[config.mk]
export PLATFORM = sky130hd
export DESIGN_NAME = spin_pattern_decoder_flat
export DESIGN_NICKNAME = d
export VERILOG_FILES = /design/src/rtl/spin_pattern_decoder_pkg.sv /design/src/rtl/spin_pattern_decoder_if.sv /design/src/rtl/spin_pattern_decoder_seg_debounce.sv /design/src/rtl/spin_pattern_decoder.sv /design/src/flat_wrapper.sv
export SDC_FILE = /design/constraint.sdc
export NUM_CORES = 1
export LEC_CHECK = 0
export ABC_AREA = 1
export CAP_MARGIN = 25
export CELL_PAD_IN_SITES_DETAIL_PLACEMENT = 0
export CELL_PAD_IN_SITES_GLOBAL_PLACEMENT = 2
export CORE_AREA = 4 4 89 91
export CTS_CLUSTER_SIZE = 12
export DETAILED_ROUTE_END_ITERATION = 7
export DIE_AREA = 0 0 93 95
export PLACE_DENSITY = 0.82
export SLEW_MARGIN = 40
export SYNTH_ARGS = -nofsm -noshare
export SYNTH_HDL_FRONTEND = slang
export SYNTH_SLANG_ARGS = --single-unit
[constraint.sdc]
create_clock -name Clk -period 3.7 [get_ports Clk]
set_input_delay 0.37 -clock Clk [delete_from_list [all_inputs] [get_ports Clk]]
set_output_delay 0.37 -clock Clk [all_outputs]
set_load 0.05 [all_outputs]
[src/rtl/spin_pattern_decoder_pkg.sv]
// spin_pattern_decoder_pkg
//   Shared constants for the spinner loopback monitor:
//   - 7-segment drive patterns (8-bit, dp bit kept at 0)
//   - 3-bit phase codes reported on Phase
//   - FSM state encoding
//   - pattern decode and ring-neighbour helper functions
package spin_pattern_decoder_pkg;

    // Bit 7 is the decimal point and never carries phase information.
    localparam logic [7:0] SEG_MASK  = 8'h7F;

    localparam logic [7:0] SEG_BLANK = 8'b0000_0000;
    localparam logic [7:0] SEG_PH1   = 8'b0110_0010;
    localparam logic [7:0] SEG_PH2   = 8'b0110_0001;
    localparam logic [7:0] SEG_PH3   = 8'b0010_0011;
    localparam logic [7:0] SEG_PH4   = 8'b0100_0011;
    localparam logic [7:0] SEG_FULL  = 8'b0110_0011;

    localparam logic [2:0] CODE_BLANK   = 3'b000;
    localparam logic [2:0] CODE_PH1     = 3'b001;
    localparam logic [2:0] CODE_PH2     = 3'b010;
    localparam logic [2:0] CODE_PH3     = 3'b011;
    localparam logic [2:0] CODE_PH4     = 3'b100;
    localparam logic [2:0] CODE_FULL    = 3'b101;
    // Internal marker only; never reaches the Phase output.
    localparam logic [2:0] CODE_ILLEGAL = 3'b111;

    localparam logic [1:0] ST_IDLE = 2'b00;
    localparam logic [1:0] ST_SYNC = 2'b01;
    localparam logic [1:0] ST_SPIN = 2'b10;
    localparam logic [1:0] ST_HOLD = 2'b11;

    function automatic logic [2:0] seg_decode(input logic [7:0] seg);
        logic [7:0] m;
        m = seg & SEG_MASK;
        case (m)
            SEG_BLANK: return CODE_BLANK;
            SEG_PH1:   return CODE_PH1;
            SEG_PH2:   return CODE_PH2;
            SEG_PH3:   return CODE_PH3;
            SEG_PH4:   return CODE_PH4;
            SEG_FULL:  return CODE_FULL;
            default:   return CODE_ILLEGAL;
        endcase
    endfunction

    // Forward neighbour on the 1..4 ring: 1->2->3->4->1.
    function automatic logic [2:0] next_phase(input logic [2:0] p);
        return (p == CODE_PH4) ? CODE_PH1 : p + 3'd1;
    endfunction

    // Reverse neighbour on the 1..4 ring: 1->4->3->2->1.
    function automatic logic [2:0] prev_phase(input logic [2:0] p);
        return (p == CODE_PH1) ? CODE_PH4 : p - 3'd1;
    endfunction

endpackage

[src/rtl/spin_pattern_decoder_if.sv]
// spin_pattern_decoder_if
//   Bundles the segment-bus inputs and the status outputs of the monitor.
//   master : the driver side (test harness / system) - drives SampleEn,
//            SSegIn, ErrClr and observes the status signals.
//   slave  : the monitor itself.
//   Signals:
//     SampleEn  sample strobe          SSegIn   8-bit segment bus (bit7 = dp)
//     ErrClr    clear sticky Error     Phase    last accepted phase code
//     NewPhase  accepted-change pulse  Dir      1 = forward rotation
//     Spinning  FSM in SPIN            RevCount completed revolutions
//     RevWrap   RevCount wrap pulse    Error    sticky error flag
interface spin_pattern_decoder_if #(
    parameter int REV_W = 8
);
    logic             SampleEn;
    logic [7:0]       SSegIn;
    logic             ErrClr;
    logic [2:0]       Phase;
    logic             NewPhase;
    logic             Dir;
    logic             Spinning;
    logic [REV_W-1:0] RevCount;
    logic             RevWrap;
    logic             Error;

    modport master (
        output SampleEn, SSegIn, ErrClr,
        input  Phase, NewPhase, Dir, Spinning, RevCount, RevWrap, Error
    );

    modport slave (
        input  SampleEn, SSegIn, ErrClr,
        output Phase, NewPhase, Dir, Spinning, RevCount, RevWrap, Error
    );
endinterface

[src/rtl/spin_pattern_decoder_seg_debounce.sv]
// seg_debounce
//   Debounces the sampled segment bus. A pattern must be seen on STABLE_CNT
//   consecutive strobed samples before it is accepted, and a pattern equal to
//   the currently accepted one is never re-accepted.
//   Ports:
//     Clk, nReset  clock, synchronous active-low reset
//     sample_en    sample strobe
//     seg_in       raw 8-bit segment bus (dp masked here)
//     accept       combinational strobe, high in the cycle whose edge accepts
//     accept_pat   pattern being accepted (valid while accept is high)
module seg_debounce #(
    parameter int STABLE_CNT = 2
) (
    input  logic       Clk,
    input  logic       nReset,
    input  logic       sample_en,
    input  logic [7:0] seg_in,
    output logic       accept,
    output logic [7:0] accept_pat
);
    import spin_pattern_decoder_pkg::*;

    localparam int              CNT_W   = $clog2(STABLE_CNT + 1);
    localparam logic [CNT_W-1:0] CNT_MAX = CNT_W'(STABLE_CNT);

    logic [7:0]       seg_m;
    logic [7:0]       cand;
    logic [7:0]       cand_nxt;
    logic [7:0]       acc;
    logic [CNT_W-1:0] cnt;
    logic [CNT_W-1:0] cnt_nxt;

    assign seg_m = seg_in & SEG_MASK;

    always_comb begin
        cand_nxt = cand;
        cnt_nxt  = cnt;
        if (sample_en) begin
            if (seg_m == cand) begin
                if (cnt != CNT_MAX) begin
                    cnt_nxt = cnt + 1'b1;
                end
            end else begin
                cand_nxt = seg_m;
                cnt_nxt  = CNT_W'(1);
            end
        end
    end

    // Once a candidate is accepted it equals acc, so a saturated count can
    // never fire a second accept for the same pattern.
    assign accept     = sample_en && (cnt_nxt == CNT_MAX) && (cand_nxt != acc);
    assign accept_pat = cand_nxt;

    always_ff @(posedge Clk) begin
        if (!nReset) begin
            cand <= SEG_BLANK;
            cnt  <= '0;
            acc  <= SEG_BLANK;
        end else begin
            cand <= cand_nxt;
            cnt  <= cnt_nxt;
            if (accept) begin
                acc <= cand_nxt;
            end
        end
    end
endmodule

[src/rtl/spin_pattern_decoder.sv]
// spin_pattern_decoder
//   Receive-side monitor for the spinning-disk 7-segment drive bus. Debounces
//   SSegIn, decodes accepted patterns to phase codes and tracks rotation with
//   an IDLE/SYNC/SPIN/HOLD FSM, reporting direction, revolutions and errors.
//   Parameters:
//     STABLE_CNT  equal samples needed before a pattern is accepted (>=1)
//     REV_W       revolution counter width
//   Ports:
//     Clk, nReset  clock, synchronous active-low reset
//     bus          spin_pattern_decoder_if slave modport
//                  (SampleEn, SSegIn, ErrClr in; Phase, NewPhase, Dir,
//                   Spinning, RevCount, RevWrap, Error out)
module spin_pattern_decoder #(
    parameter int STABLE_CNT = 2,
    parameter int REV_W      = 8
) (
    input  logic                  Clk,
    input  logic                  nReset,
    spin_pattern_decoder_if.slave bus
);
    import spin_pattern_decoder_pkg::*;

    logic             accept;
    logic [7:0]       acc_pat;
    logic [2:0]       code;
    logic             legal;
    logic             fwd;
    logic             rev;

    logic [1:0]       state;
    logic [1:0]       state_nxt;
    logic [2:0]       phase;
    logic             new_phase;
    logic             dir;
    logic             dir_nxt;
    logic [REV_W-1:0] rev_count;
    logic             rev_wrap;
    logic             rev_inc;
    logic             error;
    logic             err_set;

    seg_debounce #(
        .STABLE_CNT(STABLE_CNT)
    ) u_debounce (
        .Clk        (Clk),
        .nReset     (nReset),
        .sample_en  (bus.SampleEn),
        .seg_in     (bus.SSegIn),
        .accept     (accept),
        .accept_pat (acc_pat)
    );

    assign code  = seg_decode(acc_pat);
    assign legal = (code != CODE_ILLEGAL);
    // Neighbour tests against the last accepted phase; only meaningful in
    // SYNC/SPIN where phase is guaranteed to hold 1..4.
    assign fwd   = (code == next_phase(phase));
    assign rev   = (code == prev_phase(phase));

    always_comb begin
        state_nxt = state;
        dir_nxt   = dir;
        err_set   = 1'b0;
        rev_inc   = 1'b0;
        if (accept) begin
            if (!legal) begin
                err_set   = 1'b1;
                state_nxt = ST_IDLE;
            end else if (code == CODE_BLANK) begin
                state_nxt = ST_IDLE;
            end else if (code == CODE_FULL) begin
                state_nxt = ST_HOLD;
            end else begin
                case (state)
                    ST_IDLE, ST_HOLD: begin
                        state_nxt = ST_SYNC;
                    end
                    default: begin
                        if (fwd || rev) begin
                            state_nxt = ST_SPIN;
                            dir_nxt   = fwd;
                            // A neighbour step into ph1 is 4->1 forward or
                            // 2->1 reverse; only counted once already spinning.
                            rev_inc   = (state == ST_SPIN) && (code == CODE_PH1);
                        end else begin
                            err_set   = 1'b1;
                            state_nxt = ST_SYNC;
                        end
                    end
                endcase
            end
        end
    end

    always_ff @(posedge Clk) begin
        if (!nReset) begin
            state     <= ST_IDLE;
            phase     <= CODE_BLANK;
            new_phase <= 1'b0;
            dir       <= 1'b1;
            rev_count <= '0;
            rev_wrap  <= 1'b0;
            error     <= 1'b0;
        end else begin
            state     <= state_nxt;
            dir       <= dir_nxt;
            new_phase <= accept && legal;
            if (accept && legal) begin
                phase <= code;
            end
            rev_wrap <= rev_inc && (rev_count == {REV_W{1'b1}});
            if (rev_inc) begin
                rev_count <= rev_count + 1'b1;
            end
            // A new error on the same edge as ErrClr must not be lost.
            if (err_set) begin
                error <= 1'b1;
            end else if (bus.ErrClr) begin
                error <= 1'b0;
            end
        end
    end

    assign bus.Phase    = phase;
    assign bus.NewPhase = new_phase;
    assign bus.Dir      = dir;
    assign bus.Spinning = (state == ST_SPIN);
    assign bus.RevCount = rev_count;
    assign bus.RevWrap  = rev_wrap;
    assign bus.Error    = error;
endmodule

[src/flat_wrapper.sv]
// flat-port wrapper written by rule: the top's interface ports become plain ports
module spin_pattern_decoder_flat import spin_pattern_decoder_pkg::*;
#(
    parameter int STABLE_CNT = 2,
    parameter int REV_W      = 8
)
  (Clk, nReset, bus_SampleEn, bus_SSegIn, bus_ErrClr, bus_Phase, bus_NewPhase, bus_Dir, bus_Spinning, bus_RevCount, bus_RevWrap, bus_Error);
  spin_pattern_decoder_if #(.REV_W(REV_W)) bus_i ();
  input  logic Clk;
  input  logic nReset;
  input wire logic [$bits(bus_i.SampleEn)-1:0] bus_SampleEn;
  input wire logic [$bits(bus_i.SSegIn)-1:0] bus_SSegIn;
  input wire logic [$bits(bus_i.ErrClr)-1:0] bus_ErrClr;
  output wire logic [$bits(bus_i.Phase)-1:0] bus_Phase;
  output wire logic [$bits(bus_i.NewPhase)-1:0] bus_NewPhase;
  output wire logic [$bits(bus_i.Dir)-1:0] bus_Dir;
  output wire logic [$bits(bus_i.Spinning)-1:0] bus_Spinning;
  output wire logic [$bits(bus_i.RevCount)-1:0] bus_RevCount;
  output wire logic [$bits(bus_i.RevWrap)-1:0] bus_RevWrap;
  output wire logic [$bits(bus_i.Error)-1:0] bus_Error;
  assign bus_i.SampleEn = bus_SampleEn;
  assign bus_i.SSegIn = bus_SSegIn;
  assign bus_i.ErrClr = bus_ErrClr;
  assign bus_Phase = bus_i.Phase;
  assign bus_NewPhase = bus_i.NewPhase;
  assign bus_Dir = bus_i.Dir;
  assign bus_Spinning = bus_i.Spinning;
  assign bus_RevCount = bus_i.RevCount;
  assign bus_RevWrap = bus_i.RevWrap;
  assign bus_Error = bus_i.Error;
  spin_pattern_decoder #(.STABLE_CNT(STABLE_CNT), .REV_W(REV_W)) u_core (.Clk(Clk), .nReset(nReset), .bus(bus_i));
endmodule
==> impl_results.md <==
- Die Width: 93 microns
- CP endpoint kind: register
- I/O Pins: 28
- First DRT Iteration DRCs: 91
- Place WS: 0.502 ns
- First-pass GRT wire length: 9290 microns
- Deepest clock path buffer count: 2
- CTS tree: done
- TNS Setup: 0 ns
- Synth-to-layout area growth: 20.1%
- Top cell type's share of synthesized area: 0.304
- Status: completed
- CTS clk-pin slew, worst paths: 0.07 ns
- # diodes: 0
- PwrDens: 297 nW/um^2
- DR WL/cell: 11.1 microns
- CP max stage cell: clkdlybuf4s50_1
- Final nets: 395
- Pint: 598 uW
- Aggregate global-route resource usage: 0.132
- Critical path's most frequent cell: nand2_1
- Hold Crit Start: u_core.bus.RevCount[7]
- Post-synth ARST share: 0
- Peak VDD IR: 0.113 mV
- Slowest stage delay, CP: 0.85 ns
- Final slew viol count: 0
- Sequential element share of the synthesized area: 0.304
- Max-cap violations: 0
- Post-synth EDFFs: 0
- Commonest register cell after synthesis: dfxtp_1
- Die Y: 95 microns
- Post-Syn Area per Cell: 6.66 sq um
- Gate power share: 0.152
- Total CTS buffers: 5
- Root Driver: clkbuf_8
- Initial antenna violation count: 0
- FP Rows: 31
- Final period utilization: 0.777
- Post-route ant nets: 0
- Setup CP Type: input pin to register
- Worst Path Arrival: 3.06 ns
- Postcts setup bufs: 0
- Crit path launch: bus_SampleEn
- Placer Congestion: 0.792
- Startpoint types: input pin
- Clock sinks: 35
- Minimum clock period: 2.88 ns
- CP cell instances: clkdlybuf4s50_1 -> inv_4 -> nand2_1 -> nand2_1 -> nor2_2 -> nand2_1 -> o21ai_1 -> inv_1 -> o21ai_2 -> inv_1 -> nand2_1 -> nand2_1 -> nand2_1 -> nand2_4 -> nand2_2 -> clkinv_2 -> nand2_2 -> nand2_1 -> nand2_1 -> nor2_1
- DR pass1 iterations: 4
- Vias in the first global route: 2084
- Clock Skews: 0.00546 ns
- Post-CTS Hold Buffers: 0
- Seq cells post-synth: 35
- Synth Instances: 346
- Post-Synthesis Cell Area: 2300 sq um
- Buffers added on ports: 26
- Min-delay worst type: register to register
- Final HPWL DP: 4090 microns
- Die area: 8840 sq um
- H-tree Lvls: 2
- Sequential power share: 0.468
- Worst Tran Pin Value: 0.692 ns
- Post-route setup slack: 0.824 ns
- Via count: 2076
- Initial Utilization: 0.323
- Layout cells sized above 1: 0.143
- Sw Ratio: 0.273
- Max Freq: 348 MHz
- Switch Pwr: 225 uW
- Clock power share: 0.380
- Pin count of the biggest net entering global routing: 21
- Syn nets: 365
- Final WL: 5300 microns
- Final Hold Viols: 0
- Slew margin rel.: 0.538
- Vias per std cell: 4.36
- Unrepaired setup endpoints after global routing: false
- Worst r2r src: u_core.u_debounce.cand[6]
- Post_cts resized: 0
- Core ar.: 7140 sq um
- Ys Warns: 0
- Crit Path Max Fanout: 14
- Yosys top cell by area: dfxtp_1
- Largest cells by area after synthesis: dfxtp_1, nand2_1, inv_1
- Residual DRC: 0
- Final setup violation count: 0
- Worst path required time: 3.88 ns
- Grt ovf: 0
- Hold Slack: 0.463 ns
- Post-synthesis cell type count: 36
- Leak pwr: 0.00122 uW
- Clock Latency Late Sink: 0.29 ns
[cells in the mapped netlist, drive strengths merged (3+ instances only)]
library cell and n:
nor3 5, xnor2 5, nand4 9, or2 3, ha 7, a21oi 12
nand3 21, clkbuf 3, dfxtp 35, buf 3, o21bai 3, inv 62
nand2 89, o21ai 18, nor2 59
[path summary, 6_finish.rpt]
kind | to | slack [ns] | cells past startpoint
worst max-delay path | u_core.bus.RevCount[1] | 0.82 | 20
worst min register to register | u_core.bus.RevWrap | 0.46 | 2
worst max register to register | u_core.bus.RevCount[6] | 1.36 | 12
worst min-delay path | u_core.bus.RevWrap | 0.46 | 2
[per-layer routing]
layer | vias up | part of all wire | GRT usage
met5 | - | 0 | 0
met4 | 0 | 0.014 | 0.0440
met3 | 6 | 0.032 | 0.0287
met2 | 29 | 0.45 | 0.221
met1 | 901 | 0.51 | 0.169
li1 | 1140 | - | -
[worst max-delay path: cells and delay by family]
family	cells	cell delay, ns
buf+inv	5	1.21
simple gates	13	1.19
compound gates	2	0.27
[power by group through the flow]
stage          sequential, uW  combinational [uW]  clock (uW)
6_report                  385                 125         312
5_1_grt                   385                 143         346
4_1_cts                   384                 128         328
3_5_place_dp              393                 127           0
3_3_place_gp              393                 128           0
2_1_floorplan             393                95.4           0
[stage by stage]
stage / total power, uW / instance area, sq um / instances / utilization
global placement: 521 / 2670 / 468 / 0.374
global route: 874 / 2770 / 476 / 0.388
CTS: 841 / 2770 / 476 / 0.388
finish: 822 / 2770 / 476 / 0.388
detailed placement: 521 / 2670 / 468 / 0.374
floorplan: 488 / 2300 / 346 / -
[final cells by class]
class                      instances  area [sq um]
sequential                        35           701
clock buffer                       8           100
fill                             807          4370
timing repair buffer              29           283
inverter                          63           240
multi-input combinational        242          1320
tap                               99           124
[logic make-up (layout without fill, tap and decap cells)]
kind of cell | Yosys count | in the layout | share of synthesized area
compound gates | 40 | 40 | 0.104
flops | 35 | 35 | 0.304
buf+inv | 69 | 100 | 0.123
xor+xnor | 6 | 6 | 0.0228
simple gates | 189 | 189 | 0.409
fa+ha+maj | 7 | 7 | 0.0380
[flip-flops by register name, indices dropped and copies added (netlist names)]
name and flops:
u_core.u_debounce.cnt 2, u_core.bus.Error 1, u_core.bus.RevCount 8, u_core.bus.RevWrap 1, u_core.bus.Dir 1, u_core.state 2, u_core.u_debounce.cand 8, u_core.bus.Phase 3
u_core.bus.NewPhase 1, u_core.u_debounce.acc 8
[cells in the final DEF, fill, tap and decap left out, types with 2 or more instances in the layout]
cell,n
clkbuf_8,7
o21a_1,2
inv_1,55
nand2_4,4
a211oi_1,2
buf_4,3
ha_1,7
clkdlybuf4s50_1,26
dfxtp_1,35
nor2_2,5
nand2_1,75
nand2_2,10
o21ai_1,2
a221oi_1,2
nand4_1,9
nor3_1,5
or2_2,3
nor2_1,48
xnor2_1,5
nor2_4,4
o21ai_2,3
nor2_8,2
o21ai_0,13
nand3_2,4
a21oi_1,12
inv_2,6
nand3_1,16
and3_1,2
o21bai_1,3
No activity file was read; power rests on OpenSTA's default activity.
